### config.mk
export PLATFORM = sky130hd
export DESIGN_NAME = scan_sequencer
export DESIGN_NICKNAME = d
export VERILOG_FILES = /design/src/rtl/scan_pkg.sv /design/src/rtl/scan_sequencer_dwell_counter.sv /design/src/rtl/scan_sequencer.sv
export SDC_FILE = /design/constraint.sdc
export NUM_CORES = 1
export LEC_CHECK = 0
export CAP_MARGIN = 20
export CORE_MARGIN = 1.5
export CORE_UTILIZATION = 35
export CTS_BUF_LIST = sky130_fd_sc_hd__clkbuf_8 sky130_fd_sc_hd__clkbuf_16
export CTS_CLUSTER_SIZE = 30
export DETAILED_ROUTE_END_ITERATION = 10
export SLEW_MARGIN = 15
export SYNTH_ARGS = -nofsm -noshare
export SYNTH_HDL_FRONTEND = slang
export SYNTH_HIERARCHICAL = 1
export SYNTH_SLANG_ARGS = --single-unit
### constraint.sdc
create_clock -name clk -period 2.7 [get_ports clk]
set_clock_uncertainty 0.2 [all_clocks]
set_input_delay 0.27 -clock clk [delete_from_list [all_inputs] [get_ports clk]]
set_output_delay 0.27 -clock clk [all_outputs]
set_load 0.02 [all_outputs]
### src/rtl/scan_pkg.sv
// Shared definitions for the scan sequencer: index width, default dwell width
// and the controller state encoding.
package scan_pkg;

    localparam int IDX_W           = 4;
    localparam int DEFAULT_DWELL_W = 8;

    typedef enum logic [1:0] {
        ST_IDLE  = 2'd0,
        ST_DWELL = 2'd1,
        ST_BLANK = 2'd2
    } scan_state_t;

endpackage

### src/rtl/scan_sequencer_dwell_counter.sv
// Loadable down-counter that flags its terminal count (value of one or less).
// It stops at one, so a clamped non-zero load can never underflow.
module dwell_counter #(
    parameter int WIDTH = 8
) (
    input  logic             clk,
    input  logic             rst,
    input  logic             i_load,
    input  logic [WIDTH-1:0] i_loadValue,
    input  logic             i_decrement,
    output logic             o_terminal
);

    logic [WIDTH-1:0] r_count;

    always_ff @(posedge clk) begin
        if (rst) begin
            r_count <= '0;
        end else if (i_load) begin
            r_count <= i_loadValue;
        end else if (i_decrement && (r_count > WIDTH'(1))) begin
            r_count <= r_count - WIDTH'(1);
        end
    end

    assign o_terminal = (r_count <= WIDTH'(1));

endmodule

### src/rtl/scan_sequencer.sv
// Drives a 4-to-16 one-hot decoder through a programmable index range,
// holding each index for a dwell time with one blank cycle between indices.
module scan_sequencer
    import scan_pkg::*;
#(
    parameter int DWELL_W = DEFAULT_DWELL_W
) (
    input  logic               clk,
    input  logic               rst,
    input  logic               start,
    input  logic               stop,
    input  logic [IDX_W-1:0]   first_idx,
    input  logic [IDX_W-1:0]   last_idx,
    input  logic [DWELL_W-1:0] dwell,
    input  logic               continuous,
    output logic               dec_enable,
    output logic [IDX_W-1:0]   dec_index,
    output logic               busy,
    output logic               done,
    output logic               wrap
);

    scan_state_t        r_state;
    scan_state_t        w_nextState;
    logic [IDX_W-1:0]   r_firstIdx;
    logic [IDX_W-1:0]   r_lastIdx;
    logic [IDX_W-1:0]   r_decIndex;
    logic [IDX_W-1:0]   w_nextIndex;
    logic [DWELL_W-1:0] r_dwell;
    logic [DWELL_W-1:0] w_startDwell;
    logic [DWELL_W-1:0] w_loadValue;
    logic               r_continuous;
    logic               r_done;
    logic               r_wrap;
    logic               w_nextDone;
    logic               w_nextWrap;
    logic               w_accept;
    logic               w_load;
    logic               w_decrement;
    logic               w_terminal;

    // A dwell of zero behaves as one so every index is shown at least once.
    assign w_startDwell = (dwell == '0) ? DWELL_W'(1) : dwell;
    assign w_accept     = (r_state == ST_IDLE) && start && !stop;
    assign w_loadValue  = w_accept ? w_startDwell : r_dwell;

    dwell_counter #(
        .WIDTH(DWELL_W)
    ) u_dwellCounter (
        .clk        (clk),
        .rst        (rst),
        .i_load     (w_load),
        .i_loadValue(w_loadValue),
        .i_decrement(w_decrement),
        .o_terminal (w_terminal)
    );

    always_comb begin
        w_nextState = r_state;
        w_nextIndex = r_decIndex;
        w_nextDone  = 1'b0;
        w_nextWrap  = 1'b0;
        w_load      = 1'b0;
        w_decrement = 1'b0;
        case (r_state)
            ST_IDLE: begin
                if (w_accept) begin
                    w_nextState = ST_DWELL;
                    w_nextIndex = first_idx;
                    w_load      = 1'b1;
                end
            end
            ST_DWELL: begin
                if (stop) begin
                    w_nextState = ST_IDLE;
                end else if (!w_terminal) begin
                    w_decrement = 1'b1;
                end else if (r_decIndex != r_lastIdx) begin
                    w_nextState = ST_BLANK;
                end else if (r_continuous) begin
                    w_nextState = ST_BLANK;
                    w_nextWrap  = 1'b1;
                end else begin
                    w_nextState = ST_IDLE;
                    w_nextDone  = 1'b1;
                end
            end
            ST_BLANK: begin
                // A wrap blank restarts the range; any other blank steps mod 16.
                if (stop) begin
                    w_nextState = ST_IDLE;
                end else begin
                    w_nextState = ST_DWELL;
                    w_load      = 1'b1;
                    w_nextIndex = r_wrap ? r_firstIdx : r_decIndex + IDX_W'(1);
                end
            end
            default: begin
                w_nextState = ST_IDLE;
            end
        endcase
    end

    always_ff @(posedge clk) begin
        if (rst) begin
            r_state      <= ST_IDLE;
            r_decIndex   <= '0;
            r_done       <= 1'b0;
            r_wrap       <= 1'b0;
            r_firstIdx   <= '0;
            r_lastIdx    <= '0;
            r_dwell      <= '0;
            r_continuous <= 1'b0;
        end else begin
            r_state    <= w_nextState;
            r_decIndex <= w_nextIndex;
            r_done     <= w_nextDone;
            r_wrap     <= w_nextWrap;
            if (w_accept) begin
                r_firstIdx   <= first_idx;
                r_lastIdx    <= last_idx;
                r_dwell      <= w_startDwell;
                r_continuous <= continuous;
            end
        end
    end

    assign dec_enable = (r_state == ST_DWELL);
    assign busy       = (r_state != ST_IDLE);
    assign dec_index  = r_decIndex;
    assign done       = r_done;
    assign wrap       = r_wrap;

endmodule

==> Word level (Yosys, flattened, before mapping) <==
Cells that the tools add are included.
{ "word_totals": {"reg_bits": 33, "inputBits": 21, "output_inout_bits": 8, "elab_cells": 56} }
{ "op_classes": {"addsub": 2, "order_cmp": 2, "n_eq_ne": 6, "n_mux": 23, "bitwise_logic": 2, "reduce_logical": 12} }
{ "op_table": {"columns": ["operator", "count"], "rows": [
  ["8-bit 2-to-1 mux", 4],
  ["4-bit 2-to-1 mux", 3],
  ["2-bit 2-to-1 mux", 5],
  ["8-bit by 1-bit greater-than comparator with 1-bit output (second input constant)", 1],
  ["8-bit by 1-bit <= comparator with 1-bit output (second input constant)", 1],
  ["8-bit logical NOT", 1],
  ["1-bit 2-to-1 mux", 8],
  ["4-bit case mux with 2 select lines", 1],
  ["8-bit by 1-bit subtractor with 8-bit output (second input constant)", 1],
  ["2-bit case mux with 3 select lines", 1],
  ["2-bit nonzero test", 3],
  ["5-bit OR reduction", 1],
  ["4-bit by 1-bit adder with 4-bit output (second input constant)", 1],
  ["2-bit != test (second input constant)", 2],
  ["4-bit != test", 1],
  ["1-bit logical AND", 3],
  ["3-bit by 2-bit != test with 1-bit output (second input constant)", 1],
  ["3-bit AND reduction", 1],
  ["2-bit by 1-bit equality test with 1-bit output (second input constant)", 1],
  ["2-bit equality test (second input constant)", 1],
  ["2-bit logical NOT", 1],
  ["1-bit NOT", 2],
  ["1-bit case mux with 2 select lines", 1],
  ["2-bit AND reduction", 1],
  ["1-bit logical NOT", 1]
]} }

==> Depth between registers and ports, before layout <==
Gate-level depths: netlist of run 1.
{ "logic_depth": {"word_depth": 7, "depth_mapped": 9, "mapped_depth_nobuf": 9} }

==> By module <==
The synthesis of run 1 kept the hierarchy.
{ "by_module_without_submodules": {"columns": ["mod", "instances", "cells_per_inst", "area_each_um2"], "rows": [
  ["scan_sequencer", 1, 143, 1149.9],
  ["dwell_counter", 1, 56, 496.7]
]} }

==> Least setup slack after synthesis of run 1 <==
No wires, ideal clock.
{ "synth_path": {"kind": "reg-to-reg", "start": "register u_dwellCounter.r_count[0]", "end": "register u_dwellCounter.r_count[3]", "setup_time_ns": 0.086, "t_arrival_ns": 2.481, "setup_slack_ns": -0.066, "path_stages_with_launch": 10, "path_buffers": 0, "path_cell_list": "dfxtp_1 -> inv_1 -> ha_1 -> o21bai_1 -> nor3_2 -> nor3b_1 -> or3b_1 -> or3_1 -> o21a_1 -> a211oi_1"} }
{ "synth_between": {"elab_chain_len": 6} }
{ "synth_rtl": {"columns": ["element", "line", "text"], "rows": [
  ["from (decl)", "scan_sequencer_dwell_counter.sv:14", "logic [WIDTH-1:0] r_count;"],
  ["from (signal assigned)", "scan_sequencer_dwell_counter.sv:20", "r_count <= i_loadValue;"],
  ["from (signal assigned)", "scan_sequencer_dwell_counter.sv:22", "r_count <= r_count - WIDTH'(1);"],
  ["8-bit by 1-bit <= comparator with 1-bit output", "scan_sequencer_dwell_counter.sv:26", "assign o_terminal = (r_count <= WIDTH'(1));"],
  ["net w_terminal", "scan_sequencer.sv:40", "logic w_terminal;"],
  ["1-bit 2-to-1 mux", "scan_sequencer.sv:76", "end else if (!w_terminal) begin"],
  ["1-bit 2-to-1 mux", "scan_sequencer.sv:74", "if (stop) begin"],
  ["1-bit 2-to-1 mux", "scan_sequencer.sv:65", "case (r_state)"],
  ["net w_decrement", "scan_sequencer.sv:39", "logic w_decrement;"],
  ["1-bit logical AND", "scan_sequencer_dwell_counter.sv:21", "end else if (i_decrement && (r_count > WIDTH'(1))) begin"],
  ["2-bit nonzero test (no line)", null, null]
]} }
The timed path passes the listed nets, and every way through them passes these cells. The select of a mux whose other input is x is not followed.
A chain may end at the register's enable or synchronous reset.

==> Worst setup path after layout of run 1 <==
Ends and elaborated chain as after synthesis.

==> impl_metrics.csv, run 1 <==
group,metric,value,unit
floorplan,ios,29,
timing,hold_ws,0.253,ns
synthesis,async_flop_share,0,
place,place_congestion,0.854,
synthesis,yosysSeqAreaShare,0.401,
worst_setup_path,cp-start-kind,"register",
clock_tree,root_buffer,"clkbuf_8",
global_routing,antenna_found_initial,0,
worst_setup_path,startpoint,"u_dwellCounter/r_count[0]",
synthesis,yosys_most_used_dff,"dfxtp_1",
clock_tree,postCtsSetupBuffers,0,
timing,drv_slew,0,
final_layout,layout_common_cells,"44 x nand2_1, 33 x dfxtp_1, 28 x clkdlybuf4s50_1",
place,port-buffer-count,28,
synthesis,yosysWarnings,6,
global_routing,track_usage,0.162,
floorplan,core_area,4440,sq um
synthesis,synth_xor_area_frac,0.0479,
detailed_routing,wl_met3,122,um
run_status,status,"complete, no violations",
detailed_routing,drcViolationCount,0,
synthesis,synthSimpleGateAreaFrac,0.288,
global_routing,grt_overflow,0,
clock_tree,clk_pin_slew,0.07,ns
synthesis,synth_edf_count,0,
timing,clock.fmax,391,MHz
worst_setup_path,cp.arrival,2.56,ns
clock_tree,tritoncts,"built",
hold_path,hp-start,"r_firstIdx[3]",
synthesis,synthMuxAreaShare,0.00684,
timing,rsz0062_at_grt,"false",
power,leakagePower,0.779,nW
timing,tightest_slew,0.402,ns
hold_path,min_path_type,"reg2reg",
synthesis,synth_compound_area_frac,0.175,
synthesis,syn_inst,199,
synthesis,syn_nets,223,
detailed_routing,wire_per_inst,13.1,um
synthesis,synth_fa_ha_area_frac,0.0228,
clock_tree,cts.htree.levels,2,
clock_tree,clock_sinks,33,
place,dp_hpwl,2.68,mm
final_layout,layout.nets,258,
detailed_routing,routed_wl,3.77,mm
detailed_routing,vias_per_cell,5.07,
timing,hold_violations,0,
floorplan,die-height,71.6,um
detailed_routing,drtIter0Drc,86,
final_layout,final_common_cell,"nand2_1",
worst_setup_path,setup.worst_path.class,"reg2reg",
floorplan,placementRows,24,
synthesis,postSynthAreaPerCell,8.27,sq um
detailed_routing,wirelength_met1,2.06,mm
final_layout,n_antenna_cell,0,
global_routing,grt_max_degree,19,
clock_tree,ctsHoldBuffers,0,
floorplan,start_util,0.370,
detailed_routing,vias,1455,
final_layout,syn_to_final_growth,27.9,%
timing,setup_viol,0,
detailed_routing,ant_nets,0,
floorplan,die_w,71.6,um
detailed_routing,dr.pass1.iters,6,
detailed_routing,routed.top_layer,"met4",
global_routing,grt_pass1_wl,6.53,mm
timing,max-slew-margin-rel,0.725,
power,cellPowerDensity,555,nW/um^2
clock_tree,ctsResizeCount,0,
global_routing,grt_pass1_vias,1414,
worst_setup_path,endpoint_kind,"register",
synthesis,synth_area,1650,sq um
power,irDropWorstVdd,0.000310,V
final_layout,drive_above_1_share,0.132,
clock_tree,cts_buffers,5,
floorplan,die_area,5130,sq um
timing,post-route-min-period,2.56,ns
clock_tree,clockBufferDepth,2,
synthesis,synth_top_family_by_area,"simple AND/OR/NAND/NOR gates",
worst_setup_path,crit_fanout,5,
worst_setup_path,rr_startpoint,"u_dwellCounter/r_count[0]",
synthesis,yosysUniqueCellTypes,44,
detailed_routing,wl_met2,1.51,mm
clock_tree,worstSkewPairLatency,0.29,ns
worst_setup_path,cp.required,2.70,ns
synthesis,ys_ff_latch,33,
timing,fin_tns_setup,0,ns
run,cap_violations,0,
timing,fin_crit_sh,0.948,
[area by class of cell]
type                            count  area, sq um
Timing Repair Buffer               38          355
Clock inverter                      1         5.00
Clock buffer                        7         96.3
Fill cell                         465         2340
Tap cell                           52         65.1
Sequential cell                    33          661
Multi-Input combinational cell    149          897
Inverter                            7         26.3
[power by group]
group          internal [mW]  switching, mW  total (mW)
clock                  0.230          0.187       0.418
combinational          0.107          0.108       0.214
sequential             0.513         0.0226       0.536
total                  0.850          0.318        1.17
[flip-flops by register name, summed over array words and instances (netlist names)]
signal / cells
wrap: 1
r_state: 2
u_dwellCounter/r_count: 8
r_firstIdx: 4
dec_index: 4
done: 1
r_continuous: 1
r_lastIdx: 4
r_dwell: 8
[metrics by stage]
stage | worst slack, ns | power (mW) | instance area, sq um | instances | utilization
after floorplan | 0.0642 | 0.675 | 1650 | 199 | -
after global placement | 0.227 | 0.759 | 2000 | 279 | 0.450
after detailed placement | 0.131 | 0.760 | 2000 | 279 | 0.450
after CTS | 0.117 | 1.18 | 2100 | 287 | 0.473
after global routing | 0.00974 | 1.22 | 2110 | 287 | 0.474
final | 0.139 | 1.17 | 2110 | 287 | 0.474
[cells in the mapped netlist (all sizes together), types with 2 or more instances]
master | count | area, sq um
nand2 | 44 | 165
dfxtp | 33 | 661
a21oi | 22 | 110
nor2 | 15 | 56.3
nor3 | 9 | 50.1
xnor2 | 8 | 70.1
inv | 7 | 26.3
buf | 6 | 55.1
a211oi | 5 | 37.5
clkbuf | 4 | 15.0
o211ai | 4 | 30.0
o21ai | 4 | 23.8
ha | 3 | 37.5
nor2b | 3 | 21.3
o31ai | 3 | 27.5
or4 | 3 | 22.5
a2111oi | 2 | 17.5
a311oi | 2 | 17.5
nand2b | 2 | 12.5
nor3b | 2 | 26.3
or3 | 2 | 13.8
or4b | 2 | 23.8
[final timing paths]
path | end | slack, ns | depth (start not counted)
worst max-delay path | u_dwellCounter/r_count[3] | 0.14 | 9
worst min-delay path | r_firstIdx[3] | 0.25 | 2
worst max register to register | u_dwellCounter/r_count[3] | 0.14 | 9
worst min register to register | r_firstIdx[3] | 0.25 | 2
[routing by layer]
layer,vias up,GRT usage
met5,-,0
met3,6,0.0380
met4,0,0.0629
met1,651,0.236
met2,30,0.231
li1,768,-
[kinds of logic after synthesis]
kind of cell	count (synthesis)
AO/OA/AOI/OAI	45
XOR/XNOR	9
adder cells (fa/ha/maj)	3
buffers and inverters	17
flip-flops	33
multiplexers	1
AND/OR/NAND/NOR	91
[critical path, stage by stage (launching register included)]
cell,delay (ns)
dfxtp_1,0.36
inv_1,0.08
ha_1,0.23
o21bai_1,0.21
nor3_2,0.07
nor3b_2,0.18
or3b_4,0.43
or3_1,0.31
o21a_1,0.17
a211oi_1,0.22
(Power assumes the default switching activity.)
==> run 2: changes to the inputs <==
--- a/config.mk
+++ b/config.mk
@@ -6,6 +6,7 @@
 export NUM_CORES = 1
 export LEC_CHECK = 0
 export CAP_MARGIN = 20
+export CORE_ASPECT_RATIO = 1.1
 export CORE_MARGIN = 1.5
 export CORE_UTILIZATION = 35
 export CTS_BUF_LIST = sky130_fd_sc_hd__clkbuf_8 sky130_fd_sc_hd__clkbuf_16
==> run 2 against run 1 <==
- sequential cell count stayed put
- routed wire length is 3.3% lower
- non-clock buffer count did not move
- combinational power about the same
- clock power fell by 14%
- total power decreased by 5.0%
- sequential power barely moved
- count of clock-buffer cells in the layout shrank 2
- global-route usage rose by 1.0 points
- die area is essentially flat
- first-iteration DRC count is 36% lower
- design area down 0.89%
==> impl_metrics.csv, run 2 (synthesized netlist as in run 1, its figures left out) <==
group,metric,value,unit
run_status,status,"complete, no violations",
global_routing,grt_pass1_wl,6.42,mm
worst_setup_path,rr_startpoint,"u_dwellCounter/r_count[0]",
place,post-place-cells,281,
global_routing,track_usage,0.172,
timing,max-slew-margin-rel,0.730,
worst_setup_path,cp_slowest_cell,"or3b_1",
clock_tree,clock_sinks,33,
floorplan,start_util,0.373,
hold_path,min_path_type,"reg2reg",
floorplan,die_w,68.4,um
floorplan,die-height,74.9,um
hold_path,hp-start,"r_firstIdx[3]",
timing,fin_crit_sh,0.942,
floorplan,ios,29,
timing,fin_tns_setup,0,ns
clock_tree,clockBufferDepth,2,
final_layout,layout.nets,258,
final_layout,reg_top3,"r_dwell: 8 flops, u_dwellCounter/r_count: 8 flops",
floorplan,die_area,5130,sq um
place,place_congestion,0.870,
worst_setup_path,cp.arrival,2.56,ns
place,port-buffer-count,28,
power,cellPowerDensity,532,nW/um^2
global_routing,antenna_found_initial,0,
timing,hold_violations,0,
final_layout,stdcell_count,289,
detailed_routing,drcViolationCount,0,
timing,rsz0062_at_grt,"false",
clock_tree,worstSkewPairLatency,0.29,ns
final_layout,layout_common_cells,"44 x nand2_1, 33 x dfxtp_1, 28 x clkdlybuf4s50_1",
power,pwr-share-comb,0.193,
place,dp_hpwl,2.68,mm
clock_tree,tritoncts,"built",
power,intPower,797,uW
timing,clock.fmax,393,MHz
place,placed_area,2000,sq um
final_layout,syn_to_final_growth,26.7,%
worst_setup_path,endpoint_kind,"register",
power,design_power_total,1.11,mW
detailed_routing,drtIter0Drc,55,
clock_tree,cts_buffers,5,
detailed_routing,wire_per_inst,12.6,um
worst_setup_path,crit_family,"simple AND/OR/NAND/NOR gates",
timing,setup_viol,0,
global_routing,grt_pass1_vias,1329,
power,leakagePower,0.771,nW
worst_setup_path,cp-start-kind,"register",
worst_setup_path,crit_fanout,5,
power,power_switching,313,uW
power,power.clock.fraction,0.323,
timing,drv_slew,0,
final_layout,drive_above_1_share,0.123,
power,switching_share,0.282,
final_layout,final_common_cell,"nand2_1",
global_routing,grt_max_degree,19,
worst_setup_path,crit_path_max_incr_delay,0.44,ns
detailed_routing,ant_nets,0,
clock_tree,root_buffer,"clkbuf_8",
timing,hold_ws,0.253,ns
final_layout,final_cell_area,2090,sq um
clock_tree,clk_pin_slew,0.07,ns
power,irDropWorstVdd,0.000368,V
timing,post-route-min-period,2.54,ns
clock_tree,postCtsSetupBuffers,0,
timing,tightest_slew,0.405,ns
detailed_routing,vias,1437,
run,cap_violations,0,
global_routing,grt_overflow,0,
worst_setup_path,startpoint,"u_dwellCounter/r_count[0]",
final_layout,n_antenna_cell,0,
power,power.share.sequential,0.484,
worst_setup_path,cp.required,2.71,ns
worst_setup_path,crit_chain,"inv_1, ha_1, o21bai_1, nor3_2, nor3b_2, or3b_1, or3_1, o21a_1, a211oi_1",
detailed_routing,routed_wl,3.65,mm
floorplan,core_area,4410,sq um
clock_tree,cts.htree.levels,2,
detailed_routing,dr.pass1.iters,4,
clock_tree,ctsResizeCount,0,
clock_tree,ctsHoldBuffers,0,
floorplan,placementRows,25,
worst_setup_path,critical_path_buf_inv_count,1,
worst_setup_path,ff2ff_setup_slack,0.16,ns
detailed_routing,vias_per_cell,4.97,
worst_setup_path,setup.worst_path.class,"reg2reg",
run 2: tightest hold or removal path, stage by stage, from the launching register on:
cell and delay [ns]:
dfxtp_1 0.31, nand2_1 0.05, a21oi_1 0.05
run 2: final cells by class:
cell class,instances,area [sq um]
clock buffers,5,68.8
clock inverters,3,13.8
fillers,458,2320
inverters,7,26.3
multi-input cells,149,895
flip-flops and latches,33,661
well taps,54,67.6
repair buffers,38,355
run 2: worst paths after layout:
path | to | cells after the start
worst min register to register | r_firstIdx[3] | 2
worst min-delay path | r_firstIdx[3] | 2
worst max register to register | u_dwellCounter/r_count[3] | 9
worst max-delay path | u_dwellCounter/r_count[3] | 9
run 2: metrics by stage:
step                      setup slack [ns]   util
final                                0.156  0.473
after floorplan                     0.0642      -
after global placement               0.202  0.454
after CTS                            0.142  0.473
after detailed placement             0.133  0.454
after global routing               0.00627  0.473
run 2: metal layers:
layer / track usage / routed length [um] / vias up
met2: 0.226 / 1500 / 27
met4: 0.0867 / 82 / 0
met1: 0.252 / 1920 / 645
li1: - / - / 760
met3: 0.0493 / 144 / 5
met5: 0 / 0 / -
run 2: power groups by stage:
stage | registers [mW] | clock network, mW | logic (mW)
after CTS | 0.537 | 0.371 | 0.215
final | 0.537 | 0.359 | 0.214
after global routing | 0.541 | 0.398 | 0.238
after floorplan | 0.546 | 0 | 0.128
after detailed placement | 0.548 | 0 | 0.214
after global placement | 0.548 | 0 | 0.214
==> RTL edit (config.mk and constraints of run 2) <==
`DEFAULT_DWELL_W`: 8 -> 10.
--- a/src/rtl/scan_pkg.sv
+++ b/src/rtl/scan_pkg.sv
@@ -3,7 +3,7 @@
 package scan_pkg;
 
     localparam int IDX_W           = 4;
-    localparam int DEFAULT_DWELL_W = 8;
+    localparam int DEFAULT_DWELL_W = 10;
 
     typedef enum logic [1:0] {
         ST_IDLE  = 2'd0,
Ports: changed (resized dwell); port bits go from 29 to 31. No check against the original RTL was run, so the function may have changed too.
==> RTL edit against run 2 <==
Synthesized area is 14% higher. Final area is 15% higher. Critical path depth increased by 1. Setup slack worse by 0.027 ns. Hold slack better by 0.0047 ns. Sequential power rose by 13%. Total power up 10%. Sequential cell count is 4 higher. Routed wire length rose by 21%. Largest cell class unchanged. Largest power group unchanged.
==> RTL edit: results (changes against run 2) <==
Floorplan
  • Tap Count: 72 (was 54)

Placement
  • Post-DP Area: 2290 um2 (was 2000 um2)
  • DP Wirelength: 3180 um (was 2680 um)
  • Placed cell count: 334 (was 281)
  • IO Port Bufs: 30 (was 28)

Finish
  • Inserted Diodes: 0 (unchanged)
  • Multi-input gate area in the final layout: 1030 um2 (was 895 um2)
  • Clock-cell share: 0.0309 (was 0.0396)
  • Count of plain and timing-repair buffers: 43 (was 38)
  • Inverters: 14 (was 7)
  • Non-clock buffer share of cell area: 0.166 (was 0.170)
  • Seq cells: 37 (was 33)
  • Fill count: 519 (was 458)
  • Nets: 297 (was 258)
  • Multi-input logic cell count: 170 (was 149)

Yosys
  • Mux cell area share after synthesis: 0.0166 (was 0.00684)
  • Sequential element share of the synthesized area: 0.393 (was 0.401)
  • Count of unique library cells instantiated by Yosys: 48 (was 44)
  • Synthesized net count: 259 (was 223)
  • Xor/xnor cell area share of the yosys netlist: 0.0279 (was 0.0479)
  • Area contributors post-synth: dfxtp_1 (39%), nand2_1 (10%), a21oi_1 (7.2%) (was dfxtp_1 (40%), nand2_1 (10%), a21oi_1 (6.7%))
  • Mapped Cells: 233 (was 199)

Setup path
  • Critical Path Fanout Max: 4 (was 5)
  • Crit path arrival time: 2.57 ns (was 2.56 ns)
  • Largest stage delay on the critical path: 0.39 ns (was 0.44 ns)
  • Crit-path slowest cell: or3_1 (was or3b_1)

Global route
  • First-pass GRT wire length: 7360 um (was 6420 um)
  • Number of global-route vias before repair: 1626 (was 1329)
  • Grt met3 use: 0.0404 (was 0.0493)
  • Largest net degree at the start of global routing: 36 (was 19)
  • Met2 usage: 0.272 (was 0.226)
  • Total GRT Usage: 0.166 (was 0.172)
  • M1 GR Usage: 0.199 (was 0.252)

Routing
  • Met3 WL: 132 um (was 144 um)
  • Met1 wire length: 2020 um (was 1920 um)
  • Starting DRT DRC Count: 106 (was 55)
  • Routed met2 length: 2140 um (was 1500 um)
  • Routed len/inst: 12.9 um (was 12.6 um)

Power
  • Flop pwr share: 0.495 (was 0.484)
  • PwrDens: 512 nW/um2 (was 532 nW/um2)
  • Total power: 1.22 mW (was 1.11 mW)
  • Combinational Power Share: 0.214 (was 0.193)
  • Max IR drop VDD: 0.000263 V (was 0.000368 V)

CTS
  • CTS H-tree lvls: 2 (unchanged)

Run status
  • Outcome: finished, final reports clean (unchanged)

Timing
  • Worst-margin pin slew: 0.631 ns (was 0.405 ns)
-- RTL edit: cell count changes after synthesis, moves of 3 or more --
cell / change
a21oi_1: +5
a221oi_1: +3
dfxtp_1: +4
inv_1: +7
nand2_1: +6
nand3_1: +5
nor2_1: +4
o211ai_1: -4
xnor2_1: -3
-- RTL edit: worst min-delay path: cells and delay by family, from the launching register on --
kind | cells | cell delay, ns
AOI/OAI and AO/OA | 1 | 0.05
DFF | 1 | 0.31
and+or+nand+nor | 1 | 0.05
-- RTL edit: path summary, 6_finish.rpt --
path,to,slack [ns],cells after the start
worst min-delay path,r_firstIdx[3],0.26,2
worst min register to register,r_firstIdx[3],0.26,2
worst max register to register,u_dwellCounter/r_count[9],0.13,10
worst max-delay path,u_dwellCounter/r_count[9],0.13,10
-- RTL edit: timing repair --
item                                    4_1_cts  5_1_grt
hold buffers                                  0        0
setup buffers                                 0        2
endpoints found under the setup margin        0        2
resized for setup                             0        5
endpoints found under the hold margin         0        0
